===== src/rtl/avalon_hex_ctrl_if.sv =====
// Register bus for avalon_hex_ctrl.
//   address   : register word address (0 VALUE, 1 CTRL, 2 INC, 3 STATUS)
//   write     : write strobe, single-cycle transfer, no wait states
//   writedata : write data
//   read      : read strobe
//   readdata  : registered read data, valid the cycle after read is sampled
interface avalon_hex_ctrl_if;
  logic [1:0]  address;
  logic        write;
  logic [31:0] writedata;
  logic        read;
  logic [31:0] readdata;

  modport master (
    output address,
    output write,
    output writedata,
    output read,
    input  readdata
  );

  modport slave (
    input  address,
    input  write,
    input  writedata,
    input  read,
    output readdata
  );
endinterface


===== src/rtl/avalon_hex_ctrl.sv =====
// Seven-segment display controller with a small register bus.
// Holds a NUM_DIGITS-nibble VALUE shown as hex digits, with enable,
// leading-zero blanking, per-digit blinking and a hex/BCD increment command.
//   clk      : system clock, rising edge
//   reset_n  : asynchronous active-low reset
//   bus      : register bus (slave side), see avalon_hex_ctrl_if
//   hex_out  : active-low segments, digit i at [7i+6:7i], bit 6 = g .. bit 0 = a
module avalon_hex_ctrl #(
  parameter int NUM_DIGITS = 6,
  parameter int BLINK_DIV  = 25000000
) (
  input  logic                    clk,
  input  logic                    reset_n,
  avalon_hex_ctrl_if.slave        bus,
  output logic [7*NUM_DIGITS-1:0] hex_out
);

  localparam int VW    = 4 * NUM_DIGITS;
  localparam int CNT_W = $clog2(BLINK_DIV);
  localparam logic [CNT_W-1:0] CNT_LAST = CNT_W'(BLINK_DIV - 1);

  localparam logic [1:0] ADDR_VALUE  = 2'd0;
  localparam logic [1:0] ADDR_CTRL   = 2'd1;
  localparam logic [1:0] ADDR_INC    = 2'd2;
  localparam logic [1:0] ADDR_STATUS = 2'd3;

  logic [VW-1:0]           value_q;
  logic                    en_q;
  logic                    lzb_q;
  logic                    bcd_q;
  logic [NUM_DIGITS-1:0]   blink_q;
  logic                    wrap_q;
  logic                    phase_q;
  logic [CNT_W-1:0]        cnt_q;
  logic [31:0]             readdata_q;
  logic [7*NUM_DIGITS-1:0] hex_q;

  logic [VW-1:0]           inc_value;
  logic                    carry;
  logic [3:0]              digit;
  logic [31:0]             rd_mux;
  logic [NUM_DIGITS:1]     zero_from;
  logic [7*NUM_DIGITS-1:0] hex_d;

  // Only the low bits of writedata are meaningful; the rest are ignored.
  logic unused_wd;
  assign unused_wd = ^bus.writedata;

  function automatic logic [6:0] seg7(input logic [3:0] d);
    case (d)
      4'h0: seg7 = 7'b1000000;
      4'h1: seg7 = 7'b1111001;
      4'h2: seg7 = 7'b0100100;
      4'h3: seg7 = 7'b0110000;
      4'h4: seg7 = 7'b0011001;
      4'h5: seg7 = 7'b0010010;
      4'h6: seg7 = 7'b0000010;
      4'h7: seg7 = 7'b1111000;
      4'h8: seg7 = 7'b0000000;
      4'h9: seg7 = 7'b0010000;
      4'hA: seg7 = 7'b0001000;
      4'hB: seg7 = 7'b0000011;
      4'hC: seg7 = 7'b1000110;
      4'hD: seg7 = 7'b0100001;
      4'hE: seg7 = 7'b0000110;
      default: seg7 = 7'b0001110;
    endcase
  endfunction

  // Next VALUE for an INC command. In BCD mode any digit >= 9 that receives
  // a carry rolls to 0 and propagates, so out-of-range digits behave like 9.
  always_comb begin
    inc_value = '0;
    carry     = 1'b1;
    digit     = '0;
    if (bcd_q) begin
      for (int unsigned i = 0; i < NUM_DIGITS; i++) begin
        digit = value_q[4*i +: 4];
        if (carry) begin
          if (digit >= 4'd9) begin
            inc_value[4*i +: 4] = 4'd0;
          end else begin
            inc_value[4*i +: 4] = digit + 4'd1;
            carry = 1'b0;
          end
        end else begin
          inc_value[4*i +: 4] = digit;
        end
      end
    end else begin
      inc_value = value_q + VW'(1);
    end
  end

  always_ff @(posedge clk or negedge reset_n) begin
    if (!reset_n) begin
      value_q <= '0;
      en_q    <= 1'b0;
      lzb_q   <= 1'b0;
      bcd_q   <= 1'b0;
      blink_q <= '0;
      wrap_q  <= 1'b0;
    end else if (bus.write) begin
      case (bus.address)
        ADDR_VALUE: value_q <= bus.writedata[VW-1:0];
        ADDR_CTRL: begin
          en_q    <= bus.writedata[0];
          lzb_q   <= bus.writedata[1];
          bcd_q   <= bus.writedata[2];
          blink_q <= bus.writedata[8 +: NUM_DIGITS];
        end
        ADDR_INC: begin
          value_q <= inc_value;
          if (inc_value == '0) begin
            wrap_q <= 1'b1;
          end
        end
        default: begin
          if (bus.writedata[1]) begin
            wrap_q <= 1'b0;
          end
        end
      endcase
    end
  end

  // Free-running blink timebase, independent of EN.
  always_ff @(posedge clk or negedge reset_n) begin
    if (!reset_n) begin
      cnt_q   <= '0;
      phase_q <= 1'b0;
    end else if (cnt_q == CNT_LAST) begin
      cnt_q   <= '0;
      phase_q <= ~phase_q;
    end else begin
      cnt_q <= cnt_q + CNT_W'(1);
    end
  end

  always_comb begin
    rd_mux = '0;
    case (bus.address)
      ADDR_VALUE: rd_mux[VW-1:0] = value_q;
      ADDR_CTRL: begin
        rd_mux[0]               = en_q;
        rd_mux[1]               = lzb_q;
        rd_mux[2]               = bcd_q;
        rd_mux[8 +: NUM_DIGITS] = blink_q;
      end
      ADDR_STATUS: rd_mux[1:0] = {wrap_q, phase_q};
      default: rd_mux = '0;
    endcase
  end

  // Mux samples pre-write state, so a simultaneous write is not visible.
  always_ff @(posedge clk or negedge reset_n) begin
    if (!reset_n) begin
      readdata_q <= '0;
    end else if (bus.read) begin
      readdata_q <= rd_mux;
    end
  end

  // zero_from[i]: digits i..NUM_DIGITS-1 are all zero (index NUM_DIGITS is
  // the empty set). Digit 0 is never leading-zero blanked.
  always_comb begin
    zero_from             = '0;
    zero_from[NUM_DIGITS] = 1'b1;
    for (int unsigned k = 1; k < NUM_DIGITS; k++) begin
      zero_from[NUM_DIGITS-k] = zero_from[NUM_DIGITS-k+1] &
                                (value_q[4*(NUM_DIGITS-k) +: 4] == 4'd0);
    end
    hex_d = '1;
    for (int unsigned i = 1; i < NUM_DIGITS; i++) begin
      if (en_q && !(blink_q[i] && phase_q) && !(lzb_q && zero_from[i])) begin
        hex_d[7*i +: 7] = seg7(value_q[4*i +: 4]);
      end
    end
    if (en_q && !(blink_q[0] && phase_q)) begin
      hex_d[6:0] = seg7(value_q[3:0]);
    end
  end

  always_ff @(posedge clk or negedge reset_n) begin
    if (!reset_n) begin
      hex_q <= '1;
    end else begin
      hex_q <= hex_d;
    end
  end

  assign bus.readdata = readdata_q;
  assign hex_out      = hex_q;

endmodule


===== src/flat_wrapper.sv =====
// flat-port wrapper written by rule: the top's interface ports become plain ports
module avalon_hex_ctrl_flat 
#(
  parameter int NUM_DIGITS = 6,
  parameter int BLINK_DIV  = 25000000
)
  (clk, reset_n, hex_out, bus_address, bus_write, bus_writedata, bus_read, bus_readdata);
  avalon_hex_ctrl_if bus_i ();
  input  logic clk;
  input  logic reset_n;
  output logic [7*NUM_DIGITS-1:0] hex_out;
  input wire logic [$bits(bus_i.address)-1:0] bus_address;
  input wire logic [$bits(bus_i.write)-1:0] bus_write;
  input wire logic [$bits(bus_i.writedata)-1:0] bus_writedata;
  input wire logic [$bits(bus_i.read)-1:0] bus_read;
  output wire logic [$bits(bus_i.readdata)-1:0] bus_readdata;
  assign bus_i.address = bus_address;
  assign bus_i.write = bus_write;
  assign bus_i.writedata = bus_writedata;
  assign bus_i.read = bus_read;
  assign bus_readdata = bus_i.readdata;
  avalon_hex_ctrl #(.NUM_DIGITS(NUM_DIGITS), .BLINK_DIV(BLINK_DIV)) u_core (.clk(clk), .reset_n(reset_n), .bus(bus_i), .hex_out(hex_out));
endmodule

===== config.mk =====
export PLATFORM = sky130hd
export DESIGN_NAME = avalon_hex_ctrl_flat
export DESIGN_NICKNAME = d
export VERILOG_FILES = /design/src/rtl/avalon_hex_ctrl_if.sv /design/src/rtl/avalon_hex_ctrl.sv /design/src/flat_wrapper.sv
export SDC_FILE = /design/constraint.sdc
export NUM_CORES = 1
export LEC_CHECK = 0
export BUFFER_PORTS_ARGS = -buffer_cell sky130_fd_sc_hd__buf_2
export CORE_ASPECT_RATIO = 0.75
export CORE_MARGIN = 3
export CORE_UTILIZATION = 40
export CTS_BUF_LIST = sky130_fd_sc_hd__clkbuf_2 sky130_fd_sc_hd__clkbuf_4 sky130_fd_sc_hd__clkbuf_8
export DETAILED_ROUTE_END_ITERATION = 8
export GPL_ROUTABILITY_DRIVEN = 0
export PLACE_DENSITY = 0.67
export SLEW_MARGIN = 40
export SYNTH_ARGS = -nofsm -noshare
export SYNTH_HDL_FRONTEND = slang
export SYNTH_SLANG_ARGS = --single-unit

===== constraint.sdc =====
create_clock -name clk -period 3.8 [get_ports clk]
set_clock_uncertainty 0.15 [all_clocks]
set_input_delay 0.76 -clock clk [delete_from_list [all_inputs] [get_ports clk]]
set_output_delay 0.76 -clock clk [all_outputs]
set_load 0.005 [all_outputs]

---- Word-level counts from Yosys, hierarchy flattened ----
Memory sizes are Yosys's and may differ from the RTL's.
Cells that the tools add are included.
cells by class
  add/subtract/negate cells ............... 8
  order comparisons ....................... 6
  equality and inequality tests ........... 5
  muxes and demuxes ....................... 42
  bitwise operators ....................... 6
  reduce and logical (&&, ||, !) cells .... 46
operator list
  cell                                                              count
  24-bit one-hot mux with 2 select lines                            1
  4-bit 2-to-1 mux                                                  11
  7-bit 2-to-1 mux                                                  6
  25-bit by 1-bit adder with 25-bit output (second input constant)  1
  25-bit equality test (second input constant)                      1
  25-bit 2-to-1 mux                                                 1
  24-bit by 1-bit adder with 24-bit output (second input constant)  1
  4-bit by 1-bit adder with 4-bit output (second input constant)    6
  4-bit greater-or-equal comparator (second input constant)         6
  24-bit logical NOT                                                1
  24-bit 2-to-1 mux                                                 1
  1-bit logical AND                                                 22
  4-bit logical NOT                                                 5
  1-bit 2-to-1 mux                                                  16
  6-bit one-hot mux with 2 select lines                             1
  1-bit logical NOT                                                 11
  10-bit 2-to-1 mux                                                 1
  2-bit one-hot mux with 3 select lines                             1
  5-bit 2-to-1 mux                                                  1
  1-bit bitwise AND                                                 4
  2-bit equality test (second input constant)                       2
  1-bit one-hot mux with 2 select lines                             2
  2-bit AND reduction                                               2
  4-bit AND reduction                                               1
  6 further kinds                                                   8
word-level totals
  bits in registers ....................... 126
  memory bits (read-only) ................. 672
  bits of input ports ..................... 38
  output and inout port bits .............. 74
  word-level logic and storage cells ...... 129
  memories ................................ 6
memories
  memory           depth  bits a word  read ports  clocked after Yosys merged registers in  write ports  line                   source
  (no name shown)  16     7            1           0                                        0            avalon_hex_ctrl.sv:50  case (d)
  (no name shown)  16     7            1           0                                        0            avalon_hex_ctrl.sv:50
  (no name shown)  16     7            1           0                                        0            avalon_hex_ctrl.sv:50
  (no name shown)  16     7            1           0                                        0            avalon_hex_ctrl.sv:50
  (no name shown)  16     7            1           0                                        0            avalon_hex_ctrl.sv:50
  (no name shown)  16     7            1           0                                        0            avalon_hex_ctrl.sv:50

---- Logic depth before layout (Yosys ltp) ----
  depth after elaboration ................. 16
  gate-level depth with buffers ........... 13
  gate-level depth less buffers ........... 10

---- Least setup slack after synthesis ----
OpenSTA, ideal clock, no wires.
  path type ............................... flip-flop to flip-flop
  from .................................... register u_core.value_q[0]
  to ...................................... register u_core.wrap_q
  setup time .............................. 0.092 ns
  data arrival time ....................... 3.207 ns
  required time ........................... 3.558 ns
  path slack .............................. 0.351 ns
  cell stages (with the launch flop) ...... 14
  path buffers ............................ 3
  clock period less this slack ............ 3.449 ns
  path through ............................ dfrtp_1 -> clkbuf_1 -> inv_1 -> ha_1 -> nor3b_2 -> or4_1 -> clkbuf_2 -> or4_4 -> buf_6 -> o31a_4 -> a211o_1 -> nor2_1 -> nand4_1 -> o31ai_2
on the way
  longest elaborated chain between the ends .. 16
  elaborated cells on any way between the ends .. 23
  classes of those cells .................. add/sub: 2; order compare: 1; eq/ne: 1; mux: 17; reduce/logical: 2
ends and longest elaborated chain
  what                                                    line                    source
  start, declared                                         avalon_hex_ctrl.sv:27   logic [VW-1:0] value_q;
  start signal, assigned                                  avalon_hex_ctrl.sv:105  ADDR_VALUE: value_q <= bus.writedata[VW-1:0];
  start signal, assigned                                  avalon_hex_ctrl.sv:113  value_q <= inc_value;
  4-bit greater-or-equal comparator                       avalon_hex_ctrl.sv:80   if (digit >= 4'd9) begin
  1-bit 2-to-1 mux                                        avalon_hex_ctrl.sv:80
  1-bit 2-to-1 mux                                        avalon_hex_ctrl.sv:76   if (bcd_q) begin
  1-bit 2-to-1 mux                                        avalon_hex_ctrl.sv:79   if (carry) begin
  1-bit 2-to-1 mux                                        avalon_hex_ctrl.sv:76
  1-bit 2-to-1 mux                                        avalon_hex_ctrl.sv:79
  1-bit 2-to-1 mux                                        avalon_hex_ctrl.sv:76
  1-bit 2-to-1 mux                                        avalon_hex_ctrl.sv:79
  1-bit 2-to-1 mux                                        avalon_hex_ctrl.sv:76
  1-bit 2-to-1 mux                                        avalon_hex_ctrl.sv:79
  1-bit 2-to-1 mux                                        avalon_hex_ctrl.sv:76
  4-bit 2-to-1 mux                                        avalon_hex_ctrl.sv:79
  24-bit 2-to-1 mux (*)                                   avalon_hex_ctrl.sv:76
  24-bit logical NOT (*)                                  avalon_hex_ctrl.sv:114  if (inc_value == '0) begin
  2-bit by 1-bit != test with 1-bit output (no line) (*)  n/a
  4-bit AND reduction (no line) (*)                       n/a
  end signal, assigned                                    avalon_hex_ctrl.sv:102  wrap_q <= 1'b0;
  end signal, assigned                                    avalon_hex_ctrl.sv:115  wrap_q <= 1'b1;
  end signal, assigned                                    avalon_hex_ctrl.sv:120  wrap_q <= 1'b0;
  end, declared                                           avalon_hex_ctrl.sv:32   logic wrap_q;
Mark *: on every way between the ends. The rest lies on a longest branch, timed or not. The select of a mux whose other input is x is not followed.
A chain may end at the register's enable or synchronous reset.

---- Final worst setup path ----
Ends and elaborated chain as after synthesis.

==> flow_summary.json <==
{
  "synth.cell_area_um2": 7510,
  "outcome": "completed",
  "postCtsResizedCells": 0,
  "num_vias": 6391,
  "timing.critical_path.from_type": "flop",
  "antenna-diode-count": 0,
  "cts_root_buffer_type": "clkbuf_8",
  "worst-setup-path-type": "flop to flop",
  "final_setup_violations": 0,
  "io_buffer_count": 95,
  "syn-mean-instance-area_um2": 9.08,
  "sequential_fraction_of_the_synthesis_area": 0.427,
  "dr.pass1.iters": 5,
  "rsz_0062_raised_after_global_routing": "no",
  "area_growth_from_synthesis_to_final_layout_pct": 16.2,
  "route.detailed.vias_per_inst": 5.45,
  "switching_power_mw": 1.51,
  "most_frequent_cells_in_the_layout": "94 x buf_2, 90 x nand2_1, 84 x dfrtp_1",
  "internal_power_mw": 2.82,
  "power_frac_seq": 0.412,
  "timing.final.crit_period_ns": 3.43,
  "mostFrequentLayoutCell": "buf_2",
  "post-synth-top-area-cell": "dfrtp_1",
  "worst-endpoint-arrival_ns": 3.66,
  "cts_tree": "built",
  "tightestPinTransition_ns": 0.774,
  "worst-path-max-fanout": 8,
  "totalPowerFinal_mw": 4.33,
  "grt_antenna_before_repair": 0,
  "synthesis.instances": 827,
  "drt-wirelength-per-cell_um": 16.8,
  "utilization": 0.484,
  "globalRouteTotalUtil": 0.198,
  "cts_hold_buf": 0,
  "die_w_um": 164,
  "cts_sinks": 126,
  "yosysUniqueCellTypes": 66,
  "ffs_latches_synth": 126,
  "drive_above_1_share": 0.253,
  "maxSlewHeadroom": 0.483,
  "floorplan.core_area_um2": 18000,
  "fp-row-count": 42,
  "grt_overflow_total": 0,
  "leakage_nw": 3.86,
  "drt_iter0_markers": 576,
  "ys_async_sr_fraction": 1.00,
  "post_synth_edffs": 0,
  "die_area_um2": 20500,
  "tcrit_tclk_final": 0.902,
  "power_per_cell_area_nw_per_um2": 496,
  "routed_wl_um": 19700,
  "timing.final.max_slew_violations": 0,
  "synthTopCellsByArea": "dfrtp_1 28%, dfstp_2 15%, ha_1 6.2%, nand2_1 4.5%, o21ai_0 4.3%",
  "ys.flop_type": "dfrtp_1",
  "drc": 0,
  "endpoint_kind": "flop",
  "hold_violations": 0,
  "clk_path_buf_depth": 2,
  "drv_cap": 0,
  "insertion_delay_ns": 0.47,
  "antenna_violating_nets_left": 0,
  "boundaryPins": 112,
  "worst_slack_ns": 0.372,
  "required_time_worst_endpoint_ns": 4.03,
  "class_of_the_tightest_hold_or_removal_check": "input pin to async pin",
  "dp.final_hpwl_um": 14100,
  "vdd.ir_drop.worst_uv": 228,
  "cts_max_level": 4,
  "initial_core_util": 0.417,
  "clockPowerShare": 0.293,
  "place_ws_ns": 0.393,
  "place.detailed.instances": 1140,
  "final_net_count": 992,
  "switching_share": 0.348,
  "cts_clk_pin_slew_worst_paths_ns": 0.09,
  "fin_setup_tns_ns": 0,
  "cts_setup_buffers": 0,
  "largest_net_degree_at_the_start_of_global_routing": 62,
  "first_global_vias": 5964,
  "tritoncts.num_buffers": 17,
  "final_cell_count_no_fill": 1172,
  "yosysWarningCount": 0,
  "pwr-share-comb": 0.295,
  "grt_first_pass_wirelength_um": 32200,
  "fp.dieH_um": 125,
  "synth_top_area_frac": 0.280,
  "max_clock_freq_ghz": 0.292
}
## final timing paths
path	slack, ns	depth (start not counted)	start	to
setup / recovery	0.37	10	u_core.value_q[0]$_DFFE_PN0P_	u_core.wrap_q$_DFFE_PN0P_
hold / removal	0.11	1	reset_n	u_core.cnt_q[5]$_DFF_PN0_
hold reg to reg	0.35	1	u_core.cnt_q[2]$_DFF_PN0_	u_core.cnt_q[2]$_DFF_PN0_
min in group clk	0.35	1	u_core.cnt_q[2]$_DFF_PN0_	u_core.cnt_q[2]$_DFF_PN0_
setup reg to reg	0.37	10	u_core.value_q[0]$_DFFE_PN0P_	u_core.wrap_q$_DFFE_PN0P_
max in group asynchronous	2.55	2	reset_n	u_core.hex_out[25]$_DFF_PN1_
## power groups by stage
stage               Combinational, mW  Sequential (mW)  Clock, mW
floorplan                       0.802             1.79          0
global placement                 1.25             1.81          0
detailed placement               1.27             1.80          0
CTS                              1.28             1.78       1.29
global route                     1.43             1.82       1.36
finish                           1.28             1.78       1.27
## sequential cells by signal, summed over array words and instances (netlist names)
register             cells
u_core.phase_q           1
u_core.lzb_q             1
u_core.hex_out          42
u_core.blink_q           6
u_core.wrap_q            1
u_core.cnt_q            25
u_core.bus.readdata     24
u_core.bcd_q             1
u_core.en_q              1
u_core.value_q          24
## cells in the mapped netlist, drive strengths merged, types with 4 or more instances
cell type and number:
o21ai 64, o311ai 13, mux2 18, and2 4, nor2b 9, nand3b 9, nor3 9, nand2 90
nor3b 5, nor4 10, clkbuf 51, xnor2 11, nand4 14, dfstp 42, a21o 9, inv 53
a211oi 8, buf 14, nand2b 16, mux2i 21, o21a 4, o31ai 4, a31oi 4, xor2 14
dfrtp 84, o211ai 34, nor2 61, and3 11, o22ai 7, a21oi 25, ha 37, nand3 32
## metrics by stage
stage	hold slack, ns	cell area, um2
2_1_floorplan	0.298	7540
3_3_place_gp	0.328	8290
3_5_place_dp	0.327	8300
4_1_cts	0.216	8720
5_1_grt	0.132	8730
6_report	0.114	8730
## cells by family after synthesis
group,Yosys count,synth area share
simple gates,286,0.189
compound gates,194,0.170
flops,126,0.427
buf+inv,118,0.0651
mux,40,0.0580
fa+ha+maj,37,0.0616
xor+xnor,25,0.0292
other cells,1,0.000499
## critical path, cell delays in order (launching register included)
cell and delay (ns):
dfrtp_1 0.49, inv_1 0.15, ha_1 0.25, nor3b_2 0.19, or4_1 0.56, or4_4 0.60
o31a_4 0.15, a211o_1 0.33, nor2_1 0.09, nand4_1 0.12, o31ai_2 0.25
## per-layer routing
layer | part of all wire | wire, um | track usage | vias to the layer above
li1 | - | - | - | 3078
met3 | 0.077 | 1520 | 0.0482 | 28
met5 | 0 | 0 | 0 | -
met4 | 0.014 | 270 | 0.0572 | 0
met2 | 0.41 | 8050 | 0.261 | 237
met1 | 0.50 | 9860 | 0.314 | 3048
## layout make-up
type | instances | area [um2]
Sequential cell | 126 | 3210
Multi-Input combinational cell | 590 | 3860
Inverter | 53 | 201
Clock inverter | 15 | 188
Tap cell | 242 | 303
Timing Repair Buffer | 129 | 737
Clock buffer | 17 | 234
Fill cell | 1715 | 9300
(Power assumes the default switching activity.)
